[src/rtl/eblock_commit_sequencer.sv]
// eblock_commit_sequencer
//   In-order commit ring for e-blocks that a scheduler dispatches and a CGRA
//   completes out of order. Entries retire from the head once they are done
//   or squashed. A mispredicted head retires with a flush pulse, and every
//   younger entry of the same CTA is squashed.
// Ports
//   clk, rst_n                      clock, asynchronous active-low reset
//   dispatch_valid/ready/eblock_id/hw_cta_id/predicted   dispatch into the tail
//   done_valid/eblock_id/mispredict                      completion report, any order
//   commit_valid/ready/eblock_id/hw_cta_id/squashed      head retirement handshake
//   flush_valid, flush_hw_cta_id    one-cycle redirect pulse on a mispredicted commit
//   occupancy                       number of in-flight entries
//   id_error                        sticky: a completion matched no pending entry
module eblock_commit_sequencer #(
  parameter int unsigned MAX_NUM_CTA     = 4,
  parameter int unsigned MAX_EBLOCK      = 8,
  parameter int unsigned CTA_ID_WIDTH    = $clog2(MAX_NUM_CTA),
  parameter int unsigned EBLOCK_ID_WIDTH = $clog2(MAX_EBLOCK)
) (
  input  logic                       clk,
  input  logic                       rst_n,
  input  logic                       dispatch_valid,
  output logic                       dispatch_ready,
  input  logic [EBLOCK_ID_WIDTH-1:0] dispatch_eblock_id,
  input  logic [CTA_ID_WIDTH-1:0]    dispatch_hw_cta_id,
  input  logic                       dispatch_predicted,
  input  logic                       done_valid,
  input  logic [EBLOCK_ID_WIDTH-1:0] done_eblock_id,
  input  logic                       done_mispredict,
  output logic                       commit_valid,
  output logic [EBLOCK_ID_WIDTH-1:0] commit_eblock_id,
  output logic [CTA_ID_WIDTH-1:0]    commit_hw_cta_id,
  output logic                       commit_squashed,
  input  logic                       commit_ready,
  output logic                       flush_valid,
  output logic [CTA_ID_WIDTH-1:0]    flush_hw_cta_id,
  output logic [EBLOCK_ID_WIDTH:0]   occupancy,
  output logic                       id_error
);

  localparam int unsigned PTR_W = (MAX_EBLOCK > 1) ? $clog2(MAX_EBLOCK) : 1;
  localparam int unsigned CNT_W = EBLOCK_ID_WIDTH + 1;
  localparam logic [PTR_W-1:0] LAST_PTR = PTR_W'(MAX_EBLOCK - 1);
  localparam logic [CNT_W-1:0] FULL_CNT = CNT_W'(MAX_EBLOCK);

  typedef struct packed {
    logic [EBLOCK_ID_WIDTH-1:0] eblock_id;
    logic [CTA_ID_WIDTH-1:0]    hw_cta_id;
    logic                       predicted;
    logic                       done;
    logic                       mispredict;
    logic                       squashed;
  } entry_t;

  entry_t                ring [MAX_EBLOCK];
  logic [MAX_EBLOCK-1:0] live;
  logic [PTR_W-1:0]      head;
  logic [PTR_W-1:0]      tail;
  logic [CNT_W-1:0]      count;

  entry_t                head_ent;
  logic                  push;
  logic                  pop;
  logic [MAX_EBLOCK-1:0] done_hit;
  logic                  done_found;

  // Head view, handshakes and flush decision
  always_comb begin
    head_ent         = ring[head];
    dispatch_ready   = (count != FULL_CNT);
    occupancy        = count;
    commit_valid     = (count != '0) && (head_ent.done || head_ent.squashed);
    commit_eblock_id = head_ent.eblock_id;
    commit_hw_cta_id = head_ent.hw_cta_id;
    commit_squashed  = head_ent.squashed;
    push             = dispatch_valid && dispatch_ready;
    pop              = commit_valid && commit_ready;
    // A squashed entry never redirects, even if it carries a mispredict.
    flush_valid      = pop && head_ent.mispredict && !head_ent.squashed;
    flush_hw_cta_id  = head_ent.hw_cta_id;
  end

  // Completion lookup: first live, not-yet-done entry with the reported id
  always_comb begin
    done_hit   = '0;
    done_found = 1'b0;
    for (int i = 0; i < int'(MAX_EBLOCK); i++) begin
      if (!done_found && live[i] && !ring[i].done &&
          (ring[i].eblock_id == done_eblock_id)) begin
        done_hit[i] = done_valid;
        done_found  = 1'b1;
      end
    end
  end

  // Ring state
  always_ff @(posedge clk or negedge rst_n) begin
    if (!rst_n) begin
      for (int i = 0; i < int'(MAX_EBLOCK); i++) begin
        ring[i] <= '0;
      end
      live     <= '0;
      head     <= '0;
      tail     <= '0;
      count    <= '0;
      id_error <= 1'b0;
    end else begin
      for (int i = 0; i < int'(MAX_EBLOCK); i++) begin
        if (done_hit[i]) begin
          ring[i].done       <= 1'b1;
          ring[i].mispredict <= done_mispredict && ring[i].predicted;
        end
        // Every other live entry is younger than the head being flushed.
        if (flush_valid && live[i] && (PTR_W'(i) != head) &&
            (ring[i].hw_cta_id == head_ent.hw_cta_id)) begin
          ring[i].squashed <= 1'b1;
        end
      end

      if (done_valid && !done_found) begin
        id_error <= 1'b1;
      end

      if (pop) begin
        live[head] <= 1'b0;
        head       <= (head == LAST_PTR) ? '0 : head + PTR_W'(1);
      end

      // Tail slot is never live while dispatch_ready is high, so no write conflicts.
      if (push) begin
        ring[tail].eblock_id  <= dispatch_eblock_id;
        ring[tail].hw_cta_id  <= dispatch_hw_cta_id;
        ring[tail].predicted  <= dispatch_predicted;
        ring[tail].done       <= 1'b0;
        ring[tail].mispredict <= 1'b0;
        ring[tail].squashed   <= flush_valid && (dispatch_hw_cta_id == head_ent.hw_cta_id);
        live[tail]            <= 1'b1;
        tail                  <= (tail == LAST_PTR) ? '0 : tail + PTR_W'(1);
      end

      case ({push, pop})
        2'b10:   count <= count + CNT_W'(1);
        2'b01:   count <= count - CNT_W'(1);
        default: count <= count;
      endcase
    end
  end

endmodule

[config.mk]
export PLATFORM = sky130hd
export DESIGN_NAME = eblock_commit_sequencer
export DESIGN_NICKNAME = d
export VERILOG_FILES = /design/src/rtl/eblock_commit_sequencer.sv
export SDC_FILE = /design/constraint.sdc
export NUM_CORES = 1
export LEC_CHECK = 0
export ABC_AREA = 0
export CAP_MARGIN = 25
export CORE_MARGIN = 2
export CORE_UTILIZATION = 64
export DETAILED_ROUTE_END_ITERATION = 12
export PLACE_DENSITY_LB_ADDON = 0.08
export SETUP_SLACK_MARGIN = 0.15
export SYNTH_ARGS = -nofsm -noshare
export SYNTH_HDL_FRONTEND = slang
export SYNTH_SLANG_ARGS = --single-unit
[constraint.sdc]
create_clock -name clk -period 4.9 [get_ports clk]
set_input_delay 0.98 -clock clk [delete_from_list [all_inputs] [get_ports clk]]
set_output_delay 0.98 -clock clk [all_outputs]
set_load 0.005 [all_outputs]
==> flow_summary.json <==
{
  "outcome": "completed",
  "ys_ff_latch": 91,
  "hpwlAfterDp_um": 8930,
  "rows": 32,
  "peakVddDrop_mv": 0.365,
  "dieWidth_um": 93.2,
  "use_met1_pct": 43.0,
  "drt-initial-drc-count": 345,
  "power_switching_mw": 1.66,
  "place_congestion": 0.929,
  "yosysUniqueCellTypes": 58,
  "r2r_slack_ps": 1570,
  "final_cell_mix": "nand2_1 (120), dfrtp_1 (91), xor2_1 (32)",
  "synth_nets": 538,
  "yosysSeqAreaShare_pct": 44.7,
  "finClkSkew_ps": 6.67,
  "clkPwrFrac_pct": 15.9,
  "die_area_sq_um": 8690,
  "crit_family": "buffers and inverters",
  "setup.worst_path.class": "reg2out",
  "setup_violations": 0,
  "insertedDiodeCount": 0,
  "p_int_mw": 2.42,
  "drive_gt1_share_pct": 13.4,
  "grtUsageMet2_pct": 49.0,
  "synth_edf_count": 0,
  "cp.arrival_ps": 3060,
  "max_stage_delay_ps": 800,
  "grt_pass1_vias": 3876,
  "layout.cells.most_common": "nand2_1",
  "grt_max_degree": 69,
  "grt_pass1_wl_um": 20100,
  "period_share_pct": 82.5,
  "path_max_fanout": 17,
  "io_buffers": 30,
  "path_cells": "buf_4, nor2b_1, a211oi_1, o32ai_2, nor3_4, clkdlybuf4s50_1",
  "max-clock-path-buffers": 2,
  "min_path_type": "reg2reg",
  "num_vias": 3910,
  "slew_viol_final": 0,
  "antenna_found_initial": 0,
  "slew_headroom_pct": 22.8,
  "final_cells": 641,
  "synth_cells": 511,
  "setup_ws_ps": 856,
  "drc": 0,
  "drtPass1Iterations": 5,
  "critPathLaunch": "head[1]",
  "async_flop_share_pct": 100,
  "min_period_ps": 4040,
  "cp_num_cells": 6,
  "clk_pin_slew_ps": 90,
  "synthesis.area_sq_um": 5100,
  "area_growth_pct": 11.9,
  "syn_area_per_cell_sq_um": 9.97,
  "grt_use_met3_pct": 6.77,
  "end_kind": "primary output",
  "grt_busiest_layer": "met2",
  "postRouteWirelength_um": 12400,
  "netSwitchingFraction_pct": 40.7,
  "hold_viol_final": 0,
  "cts_resized": 0,
  "htreeDepth": 3,
  "endpoint": "flush_valid",
  "ioPinCount": 31,
  "leakage_nw": 2.59,
  "power_mw": 4.08,
  "rr_worst_depth": 11,
  "worstPathRequired_ps": 3920,
  "timing.rr.end": "occupancy[3]",
  "tritoncts": "done",
  "worst-path-buf-inv": 2,
  "r2r_start": "head[1]",
  "fin_util_pct": 73.8,
  "slowest_stage": "dfrtp_1",
  "rsz0062_at_grt": "false",
  "finalSetupTns_ps": 0,
  "comb_power_share_pct": 47.7,
  "core_area_sq_um": 7730,
  "critPathLaunchType": "register",
  "ys.flop_type": "dfrtp_1",
  "die_h_um": 93.2,
  "powerDensity_nw_per_um2": 716,
  "dpl.cell_count": 625,
  "cts_setup_buffers": 0,
  "routedWlPerCell_um": 19.4,
  "initial_core_util_pct": 65.9,
  "cts_buffers": 9,
  "worst_pin_slew_ps": 1150,
  "hold_buffers": 0,
  "layout.nets": 561,
  "via_per_inst": 6.10,
  "dp_slack_ps": 1250,
  "clock-sinks": 91,
  "pwr-share-seq_pct": 36.5,
  "clock-root-buffer": "clkbuf_8",
  "synth_warnings": 0,
  "ant_nets": 0,
  "grt_use_total_pct": 30.6,
  "worstSkewPairLatency_ps": 370,
  "grt_overflow": 0,
  "maxCapViolCount": 0,
  "timing.fmax_mhz": 247
}
## power groups by stage
stage | logic (mW) | clock network, mW | registers (mW)
2_1_floorplan | 1.47 | 0 | 1.32
3_3_place_gp | 1.87 | 0 | 1.48
3_5_place_dp | 1.93 | 0 | 1.49
4_1_cts | 1.94 | 0.655 | 1.48
5_1_grt | 2.15 | 0.682 | 1.53
6_report | 1.95 | 0.649 | 1.49
## per-layer routing
metal	vias to the layer above	part of all wire (%)
li1	1794	-
met4	0	1.2
met1	1956	44
met3	15	7.1
met2	145	48
met5	-	0
## cells in the mapped netlist (all sizes together), types with 12 or more instances
cell type / instances / area [sq um]
nand3: 12 / 72.6
xnor2: 14 / 123
a21oi: 12 / 60.1
buf: 17 / 106
dfrtp: 91 / 2280
inv: 17 / 63.8
xor2: 32 / 280
nand2: 121 / 457
mux2i: 13 / 130
mux2: 30 / 342
nor2: 22 / 82.6
## through the flow
| step | instance area (sq um) | hold slack [ps] |
|---|---|---|
| floorplan | 5100 | 438 |
| global placement | 5450 | 453 |
| detailed placement | 5450 | 456 |
| CTS | 5700 | 480 |
| global route | 5700 | 494 |
| finish | 5700 | 475 |
## cell type report
type | count | area, sq um
Clock inverter | 6 | 119
Timing Repair Buffer | 38 | 358
Inverter | 17 | 63.8
Fill cell | 563 | 2020
Multi-Input combinational cell | 377 | 2620
Sequential cell | 91 | 2280
Clock buffer | 10 | 138
Tap cell | 102 | 128
## kinds of logic after synthesis
logic type                 after synthesis  share of synthesized area (%)
buffers and inverters                   43                           4.00
DFF                                     91                           44.7
adders and majority gates               12                           3.09
xor gates and xnor gates                46                           7.91
and+or+nand+nor                        213                           19.8
AOI/OAI and AO/OA                       55                           7.64
muxes                                   51                           12.9
## worst min-delay path by stage
| stage | from | end | slack [ps] | depth (start not counted) |
|---|---|---|---|---|
| 5_1_grt | id_error | id_error | 490 | 1 |
| 3_3_place_gp | register | register | 450 | 2 |
| 2_1_floorplan | register | register | 440 | 2 |
| 4_1_cts | register | register | 480 | 2 |
| 6_report | id_error | id_error | 480 | 1 |
| 3_5_place_dp | register | register | 460 | 2 |
(Power assumes the default switching activity.)
